## config.mk

```make
export PLATFORM = sky130hd
export DESIGN_NAME = uart_tx_arbiter_flat
export DESIGN_NICKNAME = d
export VERILOG_FILES = /design/src/rtl/uart_tx_arbiter_if.sv /design/src/rtl/uart_tx_arbiter.sv /design/src/flat_wrapper.sv
export SDC_FILE = /design/constraint.sdc
export NUM_CORES = 1
export LEC_CHECK = 0
export BUFFER_PORTS_ARGS = -buffer_cell sky130_fd_sc_hd__buf_2
export CAP_MARGIN = 20
export CORE_UTILIZATION = 54
export CTS_CLUSTER_DIAMETER = 80
export DETAILED_ROUTE_END_ITERATION = 12
export PLACE_DENSITY_LB_ADDON = 0.15
export RECOVER_POWER = 100
export SLEW_MARGIN = 20
export SYNTH_ARGS = -nofsm -noshare
export SYNTH_HDL_FRONTEND = slang
export SYNTH_SLANG_ARGS = --single-unit
```

## constraint.sdc

```tcl
create_clock -name clk -period 3.65 [get_ports clk]
set_input_delay 0.1825 -clock clk [delete_from_list [all_inputs] [get_ports clk]]
set_output_delay 0.1825 -clock clk [all_outputs]
set_load 0.1 [all_outputs]
```

## src/rtl/uart_tx_arbiter_if.sv

```systemverilog
// Bundle between N_REQ byte requesters, the shared UART transmitter and the arbiter.
// The master modport is the arbiter's view; slave is the requesters/transmitter side.
interface uart_tx_arbiter_if #(
   parameter int unsigned N_REQ = 4
);
   logic [N_REQ-1:0]   req_valid;
   logic [8*N_REQ-1:0] req_data;
   logic [N_REQ-1:0]   req_lock;
   logic [N_REQ-1:0]   req_ready;
   logic [N_REQ-1:0]   grant;
   logic               tx_start;
   logic [7:0]         tx_data;
   logic               tx_busy;
   logic               tx_err;

   modport master (
      input  req_valid, req_data, req_lock, tx_busy,
      output req_ready, grant, tx_start, tx_data, tx_err
   );

   modport slave (
      output req_valid, req_data, req_lock, tx_busy,
      input  req_ready, grant, tx_start, tx_data, tx_err
   );
endinterface

```

## src/rtl/uart_tx_arbiter.sv

```systemverilog
// Round-robin arbiter sharing one UART transmitter among N_REQ byte requesters, with
// optional locked bursts of up to MAX_BURST bytes and a start-handshake timeout.
module uart_tx_arbiter #(
   parameter int unsigned N_REQ         = 4,
   parameter int unsigned MAX_BURST     = 4,
   parameter int unsigned START_TIMEOUT = 4
) (
   input logic               clk,
   input logic               rst,
   uart_tx_arbiter_if.master bus
);
   localparam int unsigned IdxW = (N_REQ > 1) ? $clog2(N_REQ) : 1;

   typedef enum logic [1:0] {StIdle, StWaitBusy, StWaitDone} state_e;

   state_e           state_q, state_d;
   logic [IdxW-1:0]  owner_q, owner_d, last_q, last_d, win;
   logic             win_vld;
   logic [3:0]       burst_q, burst_d, tmo_q, tmo_d;
   logic [N_REQ-1:0] grant_q, grant_d, ready_q, ready_d;
   logic             start_q, start_d, err_q, err_d;
   logic [7:0]       data_q, data_d;
   logic             sel, timeout, reissue, done;
   int unsigned      cand;

   // Round-robin pick: first valid requester strictly after the last owner, wrapping.
   always_comb begin
      win     = last_q;
      win_vld = 1'b0;
      cand    = 0;
      for (int unsigned k = 1; k <= N_REQ; k++) begin
         cand = (32'(last_q) + k) % N_REQ;
         if (!win_vld && bus.req_valid[cand]) begin
            win     = IdxW'(cand);
            win_vld = 1'b1;
         end
      end
   end

   always_comb begin
      sel     = (state_q == StIdle) && !bus.tx_busy && win_vld;
      timeout = (state_q == StWaitBusy) && !bus.tx_busy && (tmo_q == 4'(START_TIMEOUT - 1));
      reissue = (state_q == StWaitDone) && !bus.tx_busy && bus.req_lock[owner_q] &&
                bus.req_valid[owner_q] && (burst_q < 4'(MAX_BURST - 1));
      done    = (state_q == StWaitDone) && !bus.tx_busy && !reissue;
   end

   always_ff @(posedge clk) begin
      if (rst) begin
         state_q <= StIdle;
         owner_q <= '0;
         last_q  <= IdxW'(N_REQ - 1);
         burst_q <= '0;
         tmo_q   <= '0;
         grant_q <= '0;
         ready_q <= '0;
         start_q <= 1'b0;
         err_q   <= 1'b0;
         data_q  <= 8'h00;
      end else begin
         state_q <= state_d;
         owner_q <= owner_d;
         last_q  <= last_d;
         burst_q <= burst_d;
         tmo_q   <= tmo_d;
         grant_q <= grant_d;
         ready_q <= ready_d;
         start_q <= start_d;
         err_q   <= err_d;
         data_q  <= data_d;
      end
   end

   always_comb begin
      state_d = state_q;
      unique case (state_q)
         StIdle:     if (sel) state_d = StWaitBusy;
         StWaitBusy: begin
            if (bus.tx_busy) state_d = StWaitDone;
            else if (timeout) state_d = StIdle;
         end
         StWaitDone: begin
            if (reissue) state_d = StWaitBusy;
            else if (done) state_d = StIdle;
         end
         default:    state_d = StIdle;
      endcase
   end

   always_comb begin
      owner_d = owner_q;
      last_d  = last_q;
      burst_d = burst_q;
      tmo_d   = tmo_q;
      grant_d = grant_q;
      data_d  = data_q;
      ready_d = '0;
      start_d = 1'b0;
      err_d   = 1'b0;
      if (sel) begin
         owner_d = win;
         data_d  = bus.req_data[8*32'(win) +: 8];
         start_d = 1'b1;
         ready_d = {{(N_REQ-1){1'b0}}, 1'b1} << win;
         grant_d = {{(N_REQ-1){1'b0}}, 1'b1} << win;
         burst_d = '0;
         tmo_d   = '0;
      end
      if (state_q == StWaitBusy && !bus.tx_busy && !timeout) tmo_d = tmo_q + 4'd1;
      if (timeout) begin
         err_d   = 1'b1;
         grant_d = '0;
         last_d  = owner_q;
      end
      if (reissue) begin
         data_d  = bus.req_data[8*32'(owner_q) +: 8];
         start_d = 1'b1;
         ready_d = {{(N_REQ-1){1'b0}}, 1'b1} << owner_q;
         burst_d = burst_q + 4'd1;
         tmo_d   = '0;
      end
      if (done) begin
         grant_d = '0;
         last_d  = owner_q;
      end
   end

   assign bus.req_ready = ready_q;
   assign bus.grant     = grant_q;
   assign bus.tx_start  = start_q;
   assign bus.tx_data   = data_q;
   assign bus.tx_err    = err_q;
endmodule
```

## src/flat_wrapper.sv

```systemverilog
// flat-port wrapper written by rule: the top's interface ports become plain ports
module uart_tx_arbiter_flat 
#(
   parameter int unsigned N_REQ         = 4,
   parameter int unsigned MAX_BURST     = 4,
   parameter int unsigned START_TIMEOUT = 4
)
  (clk, rst, bus_req_valid, bus_req_data, bus_req_lock, bus_tx_busy, bus_req_ready, bus_grant, bus_tx_start, bus_tx_data, bus_tx_err);
  uart_tx_arbiter_if #(.N_REQ(N_REQ)) bus_i ();
  input logic clk;
  input logic rst;
  input wire logic [$bits(bus_i.req_valid)-1:0] bus_req_valid;
  input wire logic [$bits(bus_i.req_data)-1:0] bus_req_data;
  input wire logic [$bits(bus_i.req_lock)-1:0] bus_req_lock;
  input wire logic [$bits(bus_i.tx_busy)-1:0] bus_tx_busy;
  output wire logic [$bits(bus_i.req_ready)-1:0] bus_req_ready;
  output wire logic [$bits(bus_i.grant)-1:0] bus_grant;
  output wire logic [$bits(bus_i.tx_start)-1:0] bus_tx_start;
  output wire logic [$bits(bus_i.tx_data)-1:0] bus_tx_data;
  output wire logic [$bits(bus_i.tx_err)-1:0] bus_tx_err;
  assign bus_i.req_valid = bus_req_valid;
  assign bus_i.req_data = bus_req_data;
  assign bus_i.req_lock = bus_req_lock;
  assign bus_i.tx_busy = bus_tx_busy;
  assign bus_req_ready = bus_i.req_ready;
  assign bus_grant = bus_i.grant;
  assign bus_tx_start = bus_i.tx_start;
  assign bus_tx_data = bus_i.tx_data;
  assign bus_tx_err = bus_i.tx_err;
  uart_tx_arbiter #(.N_REQ(N_REQ), .MAX_BURST(MAX_BURST), .START_TIMEOUT(START_TIMEOUT)) u_core (.clk(clk), .rst(rst), .bus(bus_i));
endmodule
```

==> results of run 1 <==
-- power by group through the flow --
stage                     sequential [mW]  combinational, mW  clock, mW
after floorplan                     0.518              0.128          0
after global placement              0.404              0.304          0
after detailed placement            0.405              0.306          0
after CTS                           0.396              0.307      0.221
after global routing                0.401              0.324      0.239
final                               0.397              0.302      0.221
-- final cells by class --
cell class                 count  area (um^2)
clock buffer                   8         58.8
tap                           44         55.1
timing repair buffer          60          278
sequential                    32          641
multi-input combinational    188         1100
inverter                       3         11.3
fill                         277          987
-- worst max-delay path, delay by kind of cell, from the launching register on --
kind	cells	cell delay, ns
compound gates	4	1.89
flops	1	0.40
simple gates	2	0.59
-- cells by family after synthesis --
family | after synthesis
simple gates | 99
compound gates | 77
flops | 32
buf+inv | 14
mux | 9
fa+ha+maj | 2
xor+xnor | 1
-- metrics by stage --
stage / instance area [um^2] / setup WS (ns)
after detailed placement: 2120 / 1.13
after floorplan: 1830 / 1.71
final: 2140 / 0.705
after global placement: 2120 / 1.17
after CTS: 2180 / 1.10
after global routing: 2140 / 0.507
-- cell usage after synthesis (3+ instances only) --
library cell  instances  share of area
a21oi_1              32          0.088
inv_1                 3         0.0062
nand2_1              36          0.074
nand2b_1              4          0.014
mux2i_1               9          0.049
nor3_1                6          0.016
o211ai_1             11          0.045
nand3_1              20          0.055
buf_6                 3          0.018
o21ai_0              15          0.041
clkbuf_1              6          0.012
nor2_1               17          0.035
dfxtp_1              32           0.35
-- metal layers --
metal,GRT usage,share of wire,vias to the layer above
met1,0.373,0.45,881
met5,0,0,-
met3,0.0693,0.083,5
met2,0.427,0.46,105
met4,0.123,0.0097,0
li1,-,-,963
-- state kept, by name, summed over array words and instances, names as in the netlist --
| register | count |
|---|---|
| u_core.bus.tx_data | 8 |
| u_core.bus.tx_start | 1 |
| u_core.tmo_q | 4 |
| u_core.state_q | 2 |
| u_core.bus.grant | 4 |
| u_core.last_q | 2 |
| u_core.bus.tx_err | 1 |
| u_core.bus.req_ready | 4 |
| u_core.owner_q | 2 |
| u_core.burst_q | 4 |
-- how the worst max path moves through the flow --
stage          cells after the start                            from                                 end
3_5_place_dp                       6  u_core.state_q[1]$_SDFFE_PP0P_  u_core.bus.tx_data[6]$_SDFFE_PP0P_
4_1_cts                            6  u_core.state_q[1]$_SDFFE_PP0P_  u_core.bus.tx_data[4]$_SDFFE_PP0P_
5_1_grt                            6  u_core.state_q[0]$_SDFFE_PP0P_  u_core.bus.tx_data[3]$_SDFFE_PP0P_
3_3_place_gp                       6  u_core.state_q[0]$_SDFFE_PP0P_  u_core.bus.tx_data[7]$_SDFFE_PP0P_
6_report                           6  u_core.state_q[0]$_SDFFE_PP0P_  u_core.bus.tx_data[3]$_SDFFE_PP0P_
2_1_floorplan                      9  u_core.state_q[0]$_SDFFE_PP0P_  u_core.bus.tx_data[4]$_SDFFE_PP0P_
==> run summary, run 1 <==
The flow ran to the end, and the final reports show no timing, DRC or antenna violations. The post-synthesis simple-gate area fraction is 0.266. The ratio of final minimum period to clock period is 0.807. Gates resized during post-CTS repair numbered 0. The xor and xnor fraction of the mapped netlist area came out at 0.00479. The die footprint is 3620 um^2. The starting utilization of the core area is 0.584. Of all flip-flops after synthesis, the portion carrying an async set or reset was 0. The worst hold-check path type is primary input to flip-flop. The cell count after synthesis came out at between 200 and 250. The net count of the finished layout is around 340. The number of nets handed over by synthesis was 279. In this run the power spent charging and discharging nets is about 380 uW.

The remaining antenna violation count came out at 0. The yosys synthesis warning count is 0. Counting distinct cell types in the post-synthesis netlist gives 43. The count of buffers from port buffering came out at 60. The count of final setup violators is 0.

The area added between synthesis and finish is 17.1%. The prevailing post-synth register cell is dfxtp_1. The count of state elements after synthesis came out at 32. Dividing the detail-routed wire length by the instance count gives roughly 14 um.

The number of global-route vias before repair is approximately 1,700. The compound-gate portion of the synthesized area is 0.273. Setup repair after global routing left no endpoint under its margin. The number of antenna repair diodes is 0. The overall track demand over capacity in global routing is 0.281. The via count came out at 1,954. The number of DRC violations after detailed-routing iteration 0 is 140. During I/O placement, the number of pins put on the boundary was ~60. The proportion of synthesized area in mux cells came out at 0.0493. The clock transition at the register clock pins on the worst setup and hold paths after CTS came out at between 0.1 and 0.15 ns. The total leakage power came out at approximately 0.85 nW. At the pin with the least slew margin, the transition time is between 1 and 1.5 ns. The switching portion of total power is 0.409. The required time of the critical path is between 3 and 4 ns. The power per standard cell area is ~430 nW/um^2. The depth of the worst register-to-register path came out at 6. The minimum setup slack among reg-to-reg paths came out at 0.70 ns.

The number of synthesized flops with an enable pin is 0. The upper clock frequency limit is about 340 MHz. Measured against its own limit, the worst slew margin works out to 0.164.

The final core utilization came out at 0.684. The worst hold-check slack is 0.131 ns. Counting every sink on the clock net gives 32. The number of clock buffers added by TritonCTS is 5.

The highest net fanout along the worst path came out at 9. The share of power burned in combinational logic is 0.328. The non-filler instance count after layout came out at around 340. IR analysis of the VDD net gives a maximum drop of ~0.00027 V. The endpoint identified for the worst register-to-register timing path is u_core.bus.tx_data[3]$_SDFFE_PP0P_.

The mean post-synth cell area came out at 7.81 um^2. The placed cell count is 327. STA classifies the critical path startpoint as a flip-flop. TritonCTS built the clock tree.

The number of max-slew violations in the final report came out at 0. The estimated wirelength of the detail-placed design is 3390 um. The data arrival time of the critical path is between 3 and 4 ns. The share of the Yosys chip area taken by registers is 0.350. In the layout the commonest cells are 42 x buf_2, 36 x nand2_1, 33 x a21oi_1.

The floorplan row count is 20. The core region is between 3000 and 4000 um^2. The adder-cell share of the synthesized area came out at 0.0137. The pre-antenna-repair detailed-routing pass consisted of 6 iterations. The pin count of the biggest net entering global routing came out at 22. The slowest stage of the critical path is the a21boi_0 cell. For the final routed database, the setup TNS stands at 0 ns. The worst clock skew on the final layout came out at between 0.01 and 0.015 ns. The die width came out at 60.2 um. Along the worst hold path, the cell count comes to 2. The maximum clock insertion buffer count is 2. The number of hold buffers added after CTS came out at 0.

The number of maximum-capacitance violations came out at 0. The netlist area before placement is ~1800 um^2. For this run the aggregate overflow at the end of global routing stands at 0. The internal power summed over all cells came out at about 540 uW. The total detailed-routing wirelength is about 4700 um. The tree is rooted in a clkbuf_4. The layout cell share with drive strength beyond 1 came out at 0.196. The clock group share of total power is 0.240.

The congestion estimate from routability-driven global placement came to just over 0.8. The type of the worst setup path is flip-flop to flip-flop. The clock latency of the later-clocked register in the worst-skew pair came out at ~0.34 ns. The clock period could shrink to 2.95 ns. The worst hold path begins at bus_tx_busy. The final count of hold timing violations is 0. The chip height is 60.2 um. The total setup buffers inserted after CTS is 0. The first global-routing pass estimated 7620 um of wire. In this run the number of H-tree levels came out at 2.

For this run, design rule violations remaining after detail routing come to 0. The overall power consumption came out at approximately 920 uW. By area, the combinational part of the netlist is dominated by compound AO/OA/AOI/OAI gates. The routed via count divided by cell count came out at about 5.8. Traced cell by cell, the critical path runs through nor3_1 > a21boi_0 > nand4_1 > a21oi_1 > o21ai_0 > o211ai_1. The number of antenna violations at the first check in global routing is 0. Leaving out fill and tap cells, the most frequent cell in the layout is buf_2. STA classifies the critical path endpoint as a flip-flop. The sink of the worst hold path is u_core.state_q[1]$_SDFFE_PP0P_. In this run the critical register-to-register path is launched from u_core.state_q[0]$_SDFFE_PP0P_. The part of the power in registers came out at 0.431. The largest stage delay on the critical path came out at 1.01 ns.
Power figures use the tool's default switching activity.
==> inputs of run 2 (changes only) <==
--- a/config.mk
+++ b/config.mk
@@ -7,7 +7,7 @@
 export LEC_CHECK = 0
 export BUFFER_PORTS_ARGS = -buffer_cell sky130_fd_sc_hd__buf_2
 export CAP_MARGIN = 20
-export CORE_UTILIZATION = 54
+export CORE_UTILIZATION = 45
 export CTS_CLUSTER_DIAMETER = 80
 export DETAILED_ROUTE_END_ITERATION = 12
 export PLACE_DENSITY_LB_ADDON = 0.15
==> constraint.sdc (replaced) <==
create_clock -name clk -period 2.45 [get_ports clk]
set_input_delay 0.1225 -clock clk [delete_from_list [all_inputs] [get_ports clk]]
set_output_delay 0.1225 -clock clk [all_outputs]
set_load 0.1 [all_outputs]
==> run summary, run 2 (synthesized netlist as in run 1, its figures left out) <==
The number of maximum-capacitance violations came out at 0. The number of sinks handled by clock tree synthesis is 32. The largest stage delay on the critical path came out at roughly 0.5 ns. The die width came out at approximately 66 um. The number of gates on the worst path with buffers counted came out at 7. The most critical setup path has its startpoint at u_core.state_q[1]$_SDFFE_PP0P_. The number of global-route vias before repair is ~1,700.

The first global-routing pass estimated 8050 um of wire. The starting utilization of the core area is 0.485. The total setup buffers inserted after CTS is 0. The worst clock skew on the final layout is between 0.01 and 0.015 ns. The floorplan row count is 22. The kind of cell with the highest combined delay along the critical path is simple AND/OR/NAND/NOR gates. Across the VDD grid, the largest voltage drop is approximately 0.00045 V. The ratio of final minimum period to clock period is 0.920.

The endpoint kind of the worst setup timing path is a flip-flop. The signal on the critical path passes through or4b_1 > nor3_4 > and3_1 > buf_4 > a21oi_1 > o21ai_0 > o211ai_1. The routed length per placed instance is roughly 14 um.

The count of final setup violators came out at 0. Setup repair after global routing left no endpoint under its margin. The power per standard cell area came out at between 600 and 700 nW/um^2. The sum of negative setup slack came out at 0 ns. The chip height came out at approximately 66 um.

The overall track demand over capacity in global routing is 0.242. The count of buffering cells on the critical path with inverters included is 1. The estimated wirelength of the detail-placed design came out at 3610 um. The via count came out at 1,946. The run finished with clean final reports. The shortest clock period the worst path allows after layout came out at approximately 2.3 ns. The remaining global-route overflow is 0. The top cell types in the final layout, fill and taps aside, are 42 x buf_2, 36 x nand2_1, 33 x a21oi_1. For this design, the slowest cell found on the critical path is or4b_1. Using the TritonRoute via totals, the vias-per-cell ratio works out to between 5 and 6.

The critical path in this run is classified as flip-flop to flip-flop. Once the clock tree was built, the resizer swapped 0 gates to a different size. The number of nets in the finished design is 345. TritonCTS built the clock tree.

Power comes to approximately 1.5 mW. The detailed router finished its first iteration with between 100 and 150 violations. TritonCTS created 5 clock buffers. The area added between synthesis and finish is 23.3%. In this run the worst hold path is classified as primary input to flip-flop. The flip-flop count of the largest register after layout is 8. For the pin with the worst max-slew slack, the measured transition is approximately 1.2 ns. 61 I/O pins were placed. The congestion estimate from routability-driven global placement came to approximately 0.87. The number of cells on the worst reg-to-reg path is 7. The die footprint came out at 4320 um^2. The layout cell share with drive strength beyond 1 came out at 0.223.

Once detail routing completed, the nets flagged for antenna violations numbered 0. The upper clock frequency limit came out at around 440 MHz. After detailed routing, the total wire length is 4980 um. The relative max-transition margin came out at 0.227. The startpoint identified for the worst register-to-register timing path is u_core.state_q[1]$_SDFFE_PP0P_. The H-tree generated during clock tree synthesis spans 2 levels.

The worst hold path begins at bus_req_data[9]. The core footprint came out at 3770 um^2. Along the worst path, the maximum fanout reaches 8. The number of hold buffers added after CTS is 0. 0 antenna diodes ended up in the layout. STA classifies the critical path startpoint as a flip-flop.

The total leakage power came out at approximately 0.9 nW. The number of design rule violations left after detail routing came out at 0. The final count of hold timing violations came to 0. For this run, the detailed router's first-pass iteration total came to 7.

Data on the critical path is required at its endpoint by around 2.6 ns. The leading cell type in the layout, fill and taps excluded is buf_2. CTS placed an instance of clkbuf_8 at the clock tree root. Clock latency on the worst-skew pair, taken at its later pin, is ~0.29 ns.

The pin count of the biggest net entering global routing is 22. The number of max-slew violations in the final report came out at 0. The number of antenna violations at the first check in global routing came out at 0. Clock-pin slew was measured on the worst setup and hold paths at 0.07 ns. The data arrival time of the critical path came out at 2.43 ns. The worst hold path stage count came out at 3. The maximum clock insertion buffer count is 2.

During placement, the flow inserted port buffers numbering 60.
-- run 2: per-stage QoR --
stage                     hold WS (ns)  instance area [um^2]   util  cells  setup WS, ns
after floorplan                  0.268                  1830      -    234         0.512
after global placement           0.427                  2200  0.583    341         0.315
after detailed placement         0.434                  2200  0.583    341         0.241
after CTS                        0.130                  2290  0.607    349         0.229
after global routing             0.149                  2250  0.598    349        0.0417
final                            0.131                  2250  0.598    349         0.195
-- run 2: path summary, 6_finish.rpt --
path	endpoint	slack, ns
worst max-delay path	u_core.bus.tx_data[2]$_SDFFE_PP0P_	0.20
worst min-delay path	u_core.bus.tx_data[1]$_SDFFE_PP0P_	0.13
worst max register to register	u_core.bus.tx_data[2]$_SDFFE_PP0P_	0.20
worst min register to register	u_core.bus.grant[3]$_SDFFE_PP0P_	0.46
-- run 2: cell type report --
| cell class | count | area [um^2] |
|---|---|---|
| multi-input cells | 188 | 1100 |
| fillers | 357 | 1520 |
| repair buffers | 70 | 345 |
| clock buffers | 7 | 86.3 |
| inverters | 3 | 11.3 |
| well taps | 48 | 60.1 |
| clock inverters | 1 | 7.51 |
| flip-flops and latches | 32 | 641 |
-- run 2: power by group --
group,leakage (nW),internal [mW],switching [mW]
clock network,0.0445,0.228,0.206
registers,0.261,0.557,0.0279
logic,0.600,0.125,0.354
-- run 2: layer usage --
| layer | GRT usage | part of all wire |
|---|---|---|
| met5 | 0 | 0 |
| met4 | 0.0707 | 0.0094 |
| met3 | 0.0538 | 0.069 |
| met2 | 0.365 | 0.44 |
| met1 | 0.339 | 0.48 |
-- run 2: worst min-delay path, stage by stage --
cell and delay [ns]:
buf_2 0.07, mux2i_1 0.05, o211ai_1 0.14
